$ cat config.mk
export PLATFORM = sky130hd
export DESIGN_NAME = dcache_ctrl_flat
export DESIGN_NICKNAME = d
export VERILOG_FILES = /design/src/rtl/dcache_ctrl_if.sv /design/src/rtl/dcache_ctrl.sv /design/src/flat_wrapper.sv
export SDC_FILE = /design/constraint.sdc
export NUM_CORES = 1
export LEC_CHECK = 0
export CAP_MARGIN = 15
export CORE_MARGIN = 4
export CORE_UTILIZATION = 36
export CTS_BUF_LIST = sky130_fd_sc_hd__clkbuf_4
export CTS_CLUSTER_DIAMETER = 50
export DETAILED_ROUTE_END_ITERATION = 16
export GPL_TIMING_DRIVEN = 1
export PLACE_DENSITY = 0.66
export SLEW_MARGIN = 10
export SYNTH_ARGS = -nofsm -noshare
export SYNTH_HDL_FRONTEND = slang
export SYNTH_SLANG_ARGS = --single-unit
export TNS_END_PERCENT = 10
$ cat constraint.sdc
create_clock -name clk -period 7 [get_ports clk]
set_input_delay 1.05 -clock clk [delete_from_list [all_inputs] [get_ports clk]]
set_output_delay 1.05 -clock clk [all_outputs]
set_load 0.01 [all_outputs]
$ cat src/rtl/dcache_ctrl_if.sv
// Signal bundle tying dcache_ctrl to the CPU load/store port, the cache array and the memory bus.
interface dcache_ctrl_if #(
   parameter int ADDR_W = 8,
   parameter int CNT_W  = 16
);
   logic              cpu_req;
   logic              cpu_wr;
   logic [ADDR_W-1:0] cpu_addr;
   logic [7:0]        cpu_wdata;
   logic [7:0]        cpu_rdata;
   logic              cpu_ready;
   logic [1:0]        dc_line;
   logic [2:0]        dc_blk;
   logic [7:0]        dc_din;
   logic              dc_wr;
   logic [7:0]        dc_dout;
   logic              mem_req;
   logic              mem_we;
   logic [ADDR_W-1:0] mem_addr;
   logic [7:0]        mem_wdata;
   logic [7:0]        mem_rdata;
   logic              mem_ack;
   logic [CNT_W-1:0]  hit_cnt;
   logic [CNT_W-1:0]  miss_cnt;

   modport slave (
      input  cpu_req, cpu_wr, cpu_addr, cpu_wdata, dc_dout, mem_rdata, mem_ack,
      output cpu_rdata, cpu_ready, dc_line, dc_blk, dc_din, dc_wr,
             mem_req, mem_we, mem_addr, mem_wdata, hit_cnt, miss_cnt
   );

   modport master (
      output cpu_req, cpu_wr, cpu_addr, cpu_wdata, dc_dout, mem_rdata, mem_ack,
      input  cpu_rdata, cpu_ready, dc_line, dc_blk, dc_din, dc_wr,
             mem_req, mem_we, mem_addr, mem_wdata, hit_cnt, miss_cnt
   );
endinterface

$ cat src/rtl/dcache_ctrl.sv
// Direct-mapped 4x8-byte data cache controller: write-through, no-write-allocate,
// byte-serial line refill on read miss, saturating hit/miss statistics.
module dcache_ctrl #(
   parameter int ADDR_W = 8,
   parameter int CNT_W  = 16
) (
   input logic          clk,
   input logic          rst,
   dcache_ctrl_if.slave bus
);
   localparam int TAG_W = ADDR_W - 5;

   typedef enum logic [2:0] {
      IDLE    = 3'd0,
      COMPARE = 3'd1,
      REFILL  = 3'd2,
      WTHRU   = 3'd3,
      RESP    = 3'd4
   } state_t;

   state_t            state_r, next_s;
   logic [3:0]        valid_r;
   logic [TAG_W-1:0]  tag_r [4];
   logic [ADDR_W-1:0] addr_r;
   logic              wr_r;
   logic [7:0]        wdata_r;
   logic [2:0]        cnt_r;
   logic              refill_r;
   logic [7:0]        rdata_r;
   logic [CNT_W-1:0]  hit_cnt_r, miss_cnt_r;

   logic [1:0]        idx_s;
   logic [2:0]        off_s;
   logic [TAG_W-1:0]  tag_s;
   logic              hit_s;
   logic [1:0]        dc_line_s;
   logic [2:0]        dc_blk_s;
   logic [7:0]        dc_din_s;
   logic              dc_wr_s;
   logic              mem_req_s, mem_we_s, cpu_ready_s;
   logic [ADDR_W-1:0] mem_addr_s;
   logic [7:0]        mem_wdata_s;

   function automatic logic [CNT_W-1:0] sat_inc(input logic [CNT_W-1:0] v);
      return (&v) ? v : v + {{(CNT_W-1){1'b0}}, 1'b1};
   endfunction

   assign idx_s = addr_r[4:3];
   assign off_s = addr_r[2:0];
   assign tag_s = addr_r[ADDR_W-1:5];
   assign hit_s = valid_r[idx_s] && (tag_r[idx_s] == tag_s);

   // State register
   always_ff @(posedge clk or posedge rst) begin
      if (rst) state_r <= IDLE;
      else     state_r <= next_s;
   end

   // Next-state and per-state drive of the array and memory bus
   always_comb begin
      next_s      = state_r;
      dc_line_s   = 2'd0;
      dc_blk_s    = 3'd0;
      dc_din_s    = 8'd0;
      dc_wr_s     = 1'b0;
      mem_req_s   = 1'b0;
      mem_we_s    = 1'b0;
      mem_addr_s  = {ADDR_W{1'b0}};
      mem_wdata_s = 8'd0;
      cpu_ready_s = 1'b0;
      case (state_r)
         IDLE: begin
            if (bus.cpu_req) next_s = COMPARE;
            else             next_s = IDLE;
         end
         COMPARE: begin
            dc_line_s = idx_s;
            dc_blk_s  = off_s;
            if (hit_s && wr_r) begin
               dc_wr_s  = 1'b1;
               dc_din_s = wdata_r;
               next_s   = WTHRU;
            end else if (hit_s) begin
               next_s = RESP;
            end else if (wr_r) begin
               next_s = WTHRU;
            end else begin
               next_s = REFILL;
            end
         end
         REFILL: begin
            dc_line_s  = idx_s;
            dc_blk_s   = cnt_r;
            mem_req_s  = 1'b1;
            mem_addr_s = {tag_s, idx_s, cnt_r};
            if (bus.mem_ack) begin
               dc_wr_s  = 1'b1;
               dc_din_s = bus.mem_rdata;
               if (cnt_r == 3'd7) next_s = COMPARE;
               else               next_s = REFILL;
            end else begin
               next_s = REFILL;
            end
         end
         WTHRU: begin
            mem_req_s   = 1'b1;
            mem_we_s    = 1'b1;
            mem_addr_s  = addr_r;
            mem_wdata_s = wdata_r;
            if (bus.mem_ack) next_s = RESP;
            else             next_s = WTHRU;
         end
         RESP: begin
            dc_line_s   = idx_s;
            dc_blk_s    = off_s;
            cpu_ready_s = 1'b1;
            next_s      = IDLE;
         end
         default: next_s = IDLE;
      endcase
   end

   // Request latch, tag/valid bookkeeping, load data and statistics
   always_ff @(posedge clk or posedge rst) begin
      if (rst) begin
         valid_r    <= 4'd0;
         for (int i = 0; i < 4; i++) tag_r[i] <= {TAG_W{1'b0}};
         addr_r     <= {ADDR_W{1'b0}};
         wr_r       <= 1'b0;
         wdata_r    <= 8'd0;
         cnt_r      <= 3'd0;
         refill_r   <= 1'b0;
         rdata_r    <= 8'd0;
         hit_cnt_r  <= {CNT_W{1'b0}};
         miss_cnt_r <= {CNT_W{1'b0}};
      end else begin
         case (state_r)
            IDLE: begin
               if (bus.cpu_req) begin
                  addr_r   <= bus.cpu_addr;
                  wr_r     <= bus.cpu_wr;
                  wdata_r  <= bus.cpu_wdata;
                  refill_r <= 1'b0;
               end
            end
            COMPARE: begin
               if (hit_s) begin
                  // The re-compare after a refill serves the load but is not a new hit
                  if (!refill_r) hit_cnt_r <= sat_inc(hit_cnt_r);
                  if (!wr_r)     rdata_r   <= bus.dc_dout;
               end else begin
                  miss_cnt_r <= sat_inc(miss_cnt_r);
                  if (!wr_r) begin
                     valid_r[idx_s] <= 1'b0;
                     tag_r[idx_s]   <= tag_s;
                     cnt_r          <= 3'd0;
                  end
               end
            end
            REFILL: begin
               if (bus.mem_ack) begin
                  cnt_r <= cnt_r + 3'd1;
                  if (cnt_r == 3'd7) begin
                     valid_r[idx_s] <= 1'b1;
                     refill_r       <= 1'b1;
                  end
               end
            end
            default: ;
         endcase
      end
   end

   assign bus.cpu_rdata = rdata_r;
   assign bus.cpu_ready = cpu_ready_s;
   assign bus.dc_line   = dc_line_s;
   assign bus.dc_blk    = dc_blk_s;
   assign bus.dc_din    = dc_din_s;
   assign bus.dc_wr     = dc_wr_s;
   assign bus.mem_req   = mem_req_s;
   assign bus.mem_we    = mem_we_s;
   assign bus.mem_addr  = mem_addr_s;
   assign bus.mem_wdata = mem_wdata_s;
   assign bus.hit_cnt   = hit_cnt_r;
   assign bus.miss_cnt  = miss_cnt_r;
endmodule

$ cat src/flat_wrapper.sv
// flat-port wrapper written by rule: the top's interface ports become plain ports
module dcache_ctrl_flat 
#(
   parameter int ADDR_W = 8,
   parameter int CNT_W  = 16
)
  (clk, rst, bus_cpu_req, bus_cpu_wr, bus_cpu_addr, bus_cpu_wdata, bus_dc_dout, bus_mem_rdata, bus_mem_ack, bus_cpu_rdata, bus_cpu_ready, bus_dc_line, bus_dc_blk, bus_dc_din, bus_dc_wr, bus_mem_req, bus_mem_we, bus_mem_addr, bus_mem_wdata, bus_hit_cnt, bus_miss_cnt);
  dcache_ctrl_if #(.ADDR_W(ADDR_W), .CNT_W(CNT_W)) bus_i ();
  input logic clk;
  input logic rst;
  input wire logic [$bits(bus_i.cpu_req)-1:0] bus_cpu_req;
  input wire logic [$bits(bus_i.cpu_wr)-1:0] bus_cpu_wr;
  input wire logic [$bits(bus_i.cpu_addr)-1:0] bus_cpu_addr;
  input wire logic [$bits(bus_i.cpu_wdata)-1:0] bus_cpu_wdata;
  input wire logic [$bits(bus_i.dc_dout)-1:0] bus_dc_dout;
  input wire logic [$bits(bus_i.mem_rdata)-1:0] bus_mem_rdata;
  input wire logic [$bits(bus_i.mem_ack)-1:0] bus_mem_ack;
  output wire logic [$bits(bus_i.cpu_rdata)-1:0] bus_cpu_rdata;
  output wire logic [$bits(bus_i.cpu_ready)-1:0] bus_cpu_ready;
  output wire logic [$bits(bus_i.dc_line)-1:0] bus_dc_line;
  output wire logic [$bits(bus_i.dc_blk)-1:0] bus_dc_blk;
  output wire logic [$bits(bus_i.dc_din)-1:0] bus_dc_din;
  output wire logic [$bits(bus_i.dc_wr)-1:0] bus_dc_wr;
  output wire logic [$bits(bus_i.mem_req)-1:0] bus_mem_req;
  output wire logic [$bits(bus_i.mem_we)-1:0] bus_mem_we;
  output wire logic [$bits(bus_i.mem_addr)-1:0] bus_mem_addr;
  output wire logic [$bits(bus_i.mem_wdata)-1:0] bus_mem_wdata;
  output wire logic [$bits(bus_i.hit_cnt)-1:0] bus_hit_cnt;
  output wire logic [$bits(bus_i.miss_cnt)-1:0] bus_miss_cnt;
  assign bus_i.cpu_req = bus_cpu_req;
  assign bus_i.cpu_wr = bus_cpu_wr;
  assign bus_i.cpu_addr = bus_cpu_addr;
  assign bus_i.cpu_wdata = bus_cpu_wdata;
  assign bus_i.dc_dout = bus_dc_dout;
  assign bus_i.mem_rdata = bus_mem_rdata;
  assign bus_i.mem_ack = bus_mem_ack;
  assign bus_cpu_rdata = bus_i.cpu_rdata;
  assign bus_cpu_ready = bus_i.cpu_ready;
  assign bus_dc_line = bus_i.dc_line;
  assign bus_dc_blk = bus_i.dc_blk;
  assign bus_dc_din = bus_i.dc_din;
  assign bus_dc_wr = bus_i.dc_wr;
  assign bus_mem_req = bus_i.mem_req;
  assign bus_mem_we = bus_i.mem_we;
  assign bus_mem_addr = bus_i.mem_addr;
  assign bus_mem_wdata = bus_i.mem_wdata;
  assign bus_hit_cnt = bus_i.hit_cnt;
  assign bus_miss_cnt = bus_i.miss_cnt;
  dcache_ctrl #(.ADDR_W(ADDR_W), .CNT_W(CNT_W)) u_core (.clk(clk), .rst(rst), .bus(bus_i));
endmodule
==> impl_metrics.csv <==
group,metric,value,unit
status,status,"finished, final reports clean",
setup_path,worstSetupPathType,"reg -> out",
global_routing,grt-ovfl-total,0,
die,die_w,114,um
drt,drc_errors,0,
drt,wl_met3,747,um
setup_path,path_max_fanout,14,
power,power_density,344,nW/um^2
setup_path,end_kind,"primary output",
clock_tree,cts_resized,0,
synthesis,yosysTopAreaCell,"dfrtp_1",
worst_hold_path,hold_start,"u_core.bus.hit_cnt[8]",
clock_tree,clock_latency,0.45,ns
finish,final_common_cell,"clkdlybuf4s50_1",
drt,wl_per_cell,16.1,um
power,internal_power,1.18,mW
sta,hold_violations,0,
synthesis,ys_warn_count,0,
synthesis,synth_flop_cell,"dfrtp_1",
finish,layout-area-overhead-vs-synth,33.9,%
global_routing,grt_pass1_vias,3162,
synthesis,syn_area,4010,um^2
global_routing,antenna_found_initial,0,
place,portBuffers,109,
setup_path,cp_slowest_cell,"dfrtp_1",
setup_path,crit_buf_inv,1,
clock_tree,post_cts_buffers,0,
synthesis,synth_top_area_share,0.499,
place,gp_congestion,0.768,
synthesis,ys_types,47,
drt,routed_via_density,5.11,
synthesis,synth_enable_flop_cells,0,
sta,setup_ws,2.53,ns
setup_path,max_stage_delay,0.69,ns
synthesis,seq_area_frac_synth,0.499,
die,start_util,0.368,
clock_tree,clock_path_buffers,2,
die,rows,38,
die,io_pins,110,
synthesis,synth-async-reset-ratio,1.00,
finish,diodes,0,
power,p_sw,0.671,mW
global_routing,grt_pass1_wl,16100,um
finish,mostFrequentLayoutCells,"109 x clkdlybuf4s50_1, 80 x dfrtp_1, 41 x mux2_2, 22 x xnor2_1",
place,post-place-ws,2.92,ns
power,pwr-share-clk,0.167,
clock_tree,htreeDepth,3,
die,coreArea,10900,um^2
power,leakage,2.30,nW
synthesis,synth_fp_nets,389,
setup_path,path_cells,"mux4_2, xnor2_1, nand2_1, a211o_1, nor2_1, a22o_1, clkdlybuf4s50_1",
sta,fmax,0.224,GHz
synthesis,syn-instance-count,348,
drt,firstDrtPassIters,4,
setup_path,cp_top_family,"flip-flops",
drt,routed_wirelength,9590,um
clock_tree,root_buffer,"clkbuf_4",
finish,drive_gt1_frac,0.166,
setup_path,crit_start,"u_core.addr_r[4]",
drt,routed.top_layer,"met4",
sta,maxSlewViolCount,0,
power,sw_frac_of_total,0.363,
clock_tree,clkSinkCount,80,
sta,period_minus_slack,4.47,ns
synthesis,synth_area_per_cell,11.5,um^2
setup_path,cp.arrival,3.42,ns
drt,wl_met2,4480,um
sta,finClkSkew,0.0205,ns
clock_tree,cts_buffers,9,
setup_path,cp.required,5.95,ns
job,maxCapViolations,0,
sta,tns,0,ns
place,dp_hpwl,6900,um
synthesis,synthTopCellsByArea,"dfrtp_1 50%, mux2_2 12%, xnor2_1 4.8%",
power,peakVddDrop,0.242,mV
clock_tree,cts_tree,"yes",
power,seqPwrFrac,0.411,
die,fp.dieH,114,um
finish,num-nets-final,494,
clock_tree,cts_hold_buf,0,
drt,vias,3049,
global_routing,track_usage,0.154,
drt,postRouteAntennaNets,0,
sta,fin_crit_sh,0.639,
setup_path,startpoint_type,"register",
sta,rsz0062_at_grt,"false",
worst_hold_path,hold_path.class,"reg -> reg",
setup_path,reg2reg_from,"u_core.addr_r[4]",
sta,setup_violations,0,
power,p_comb_frac,0.422,
drt,drt_iter0_drc,133,
sta,tightest_slew,0.909,ns
power,p_total,1.85,mW
drt,drt-met1-wl,4240,um
die,die_area,12900,um^2
synthesis,synth-seq-cells,80,
clock_tree,path_clk_slew,0.13,ns
global_routing,grt_max_degree,73,
sta,relSlewSlack,0.393,
[state kept, by name (all words and copies together), names as in the netlist, named ones only]
| name | cells |
|---|---|
| u_core.bus.cpu_rdata | 8 |
| u_core.bus.hit_cnt | 16 |
| u_core.wr_r | 1 |
| u_core.cnt_r | 3 |
| u_core.tag_r | 12 |
| u_core.refill_r | 1 |
| u_core.state_r | 3 |
| u_core.bus.miss_cnt | 16 |
| u_core.addr_r | 8 |
| u_core.wdata_r | 8 |
[cell type report]
cell class / instances / area, um^2
multi-input cells: 241 / 1890
fillers: 983 / 5520
clock inverters: 4 / 70.1
repair buffers: 113 / 1120
well taps: 140 / 175
flip-flops and latches: 80 / 2000
inverters: 8 / 31.3
clock buffers: 11 / 82.6
[power by group through the flow]
stage / sequential (mW) / combinational [mW] / clock [mW]
global route: 0.785 / 0.851 / 0.335
global placement: 0.759 / 0.769 / 0
detailed placement: 0.768 / 0.783 / 0
CTS: 0.759 / 0.788 / 0.315
finish: 0.758 / 0.780 / 0.308
floorplan: 0.713 / 0.506 / 0
[final timing paths]
| check | endpoint | slack [ns] | cells after the start |
|---|---|---|---|
| worst max register to register | u_core.bus.cpu_rdata[2] | 3.95 | 7 |
| max in group asynchronous | u_core.state_r[0] | 5.09 | 3 |
| worst min register to register | u_core.bus.hit_cnt[8] | 0.50 | 1 |
| worst min-delay path | u_core.bus.hit_cnt[8] | 0.50 | 1 |
| min in group asynchronous | u_core.bus.cpu_rdata[7] | 0.80 | 2 |
| worst max-delay path | bus_dc_din[2] | 2.53 | 7 |
[metal layers]
metal / vias to the layer above / global-route usage
met5: - / 0
met4: 0 / 0.0497
met3: 15 / 0.0637
met2: 93 / 0.236
met1: 1481 / 0.198
li1: 1460 / -
[stage by stage]
stage | utilization | instance area, um^2 | hold WS [ns] | instances
final | 0.493 | 5370 | 0.503 | 597
after global routing | 0.493 | 5370 | 0.533 | 597
after CTS | 0.492 | 5360 | 0.507 | 597
after detailed placement | 0.478 | 5210 | 0.485 | 582
after global placement | 0.478 | 5210 | 0.481 | 582
after floorplan | - | 4010 | 0.451 | 348
[cells in the mapped netlist (2+ instances only)]
master,instances
o21ai_0,9
a22o_1,11
mux2i_1,4
mux4_2,2
and4_1,2
xnor2_1,22
or3_1,2
xor2_1,11
ha_1,4
or2_2,2
nor4_4,2
inv_1,8
nand3_1,18
and3_1,14
a31oi_1,4
buf_2,2
or4_1,3
nand4_1,11
dfrtp_1,80
clkbuf_1,11
buf_6,4
mux2_2,41
a21oi_1,4
nand2_1,18
nand4b_1,2
nor4_2,3
nand2b_1,2
and2_1,8
buf_1,2
nor3_1,6
nor2b_1,2
nor2_1,18
nor3b_1,2
[cell families after synthesis]
family	share of synthesized area
adder cells (fa/ha/maj)	0.0125
AO/OA/AOI/OAI	0.0571
AND/OR/NAND/NOR	0.185
flip-flops	0.499
multiplexers	0.140
XOR/XNOR	0.0721
buffers and inverters	0.0334
Power figures use the tool's default switching activity.
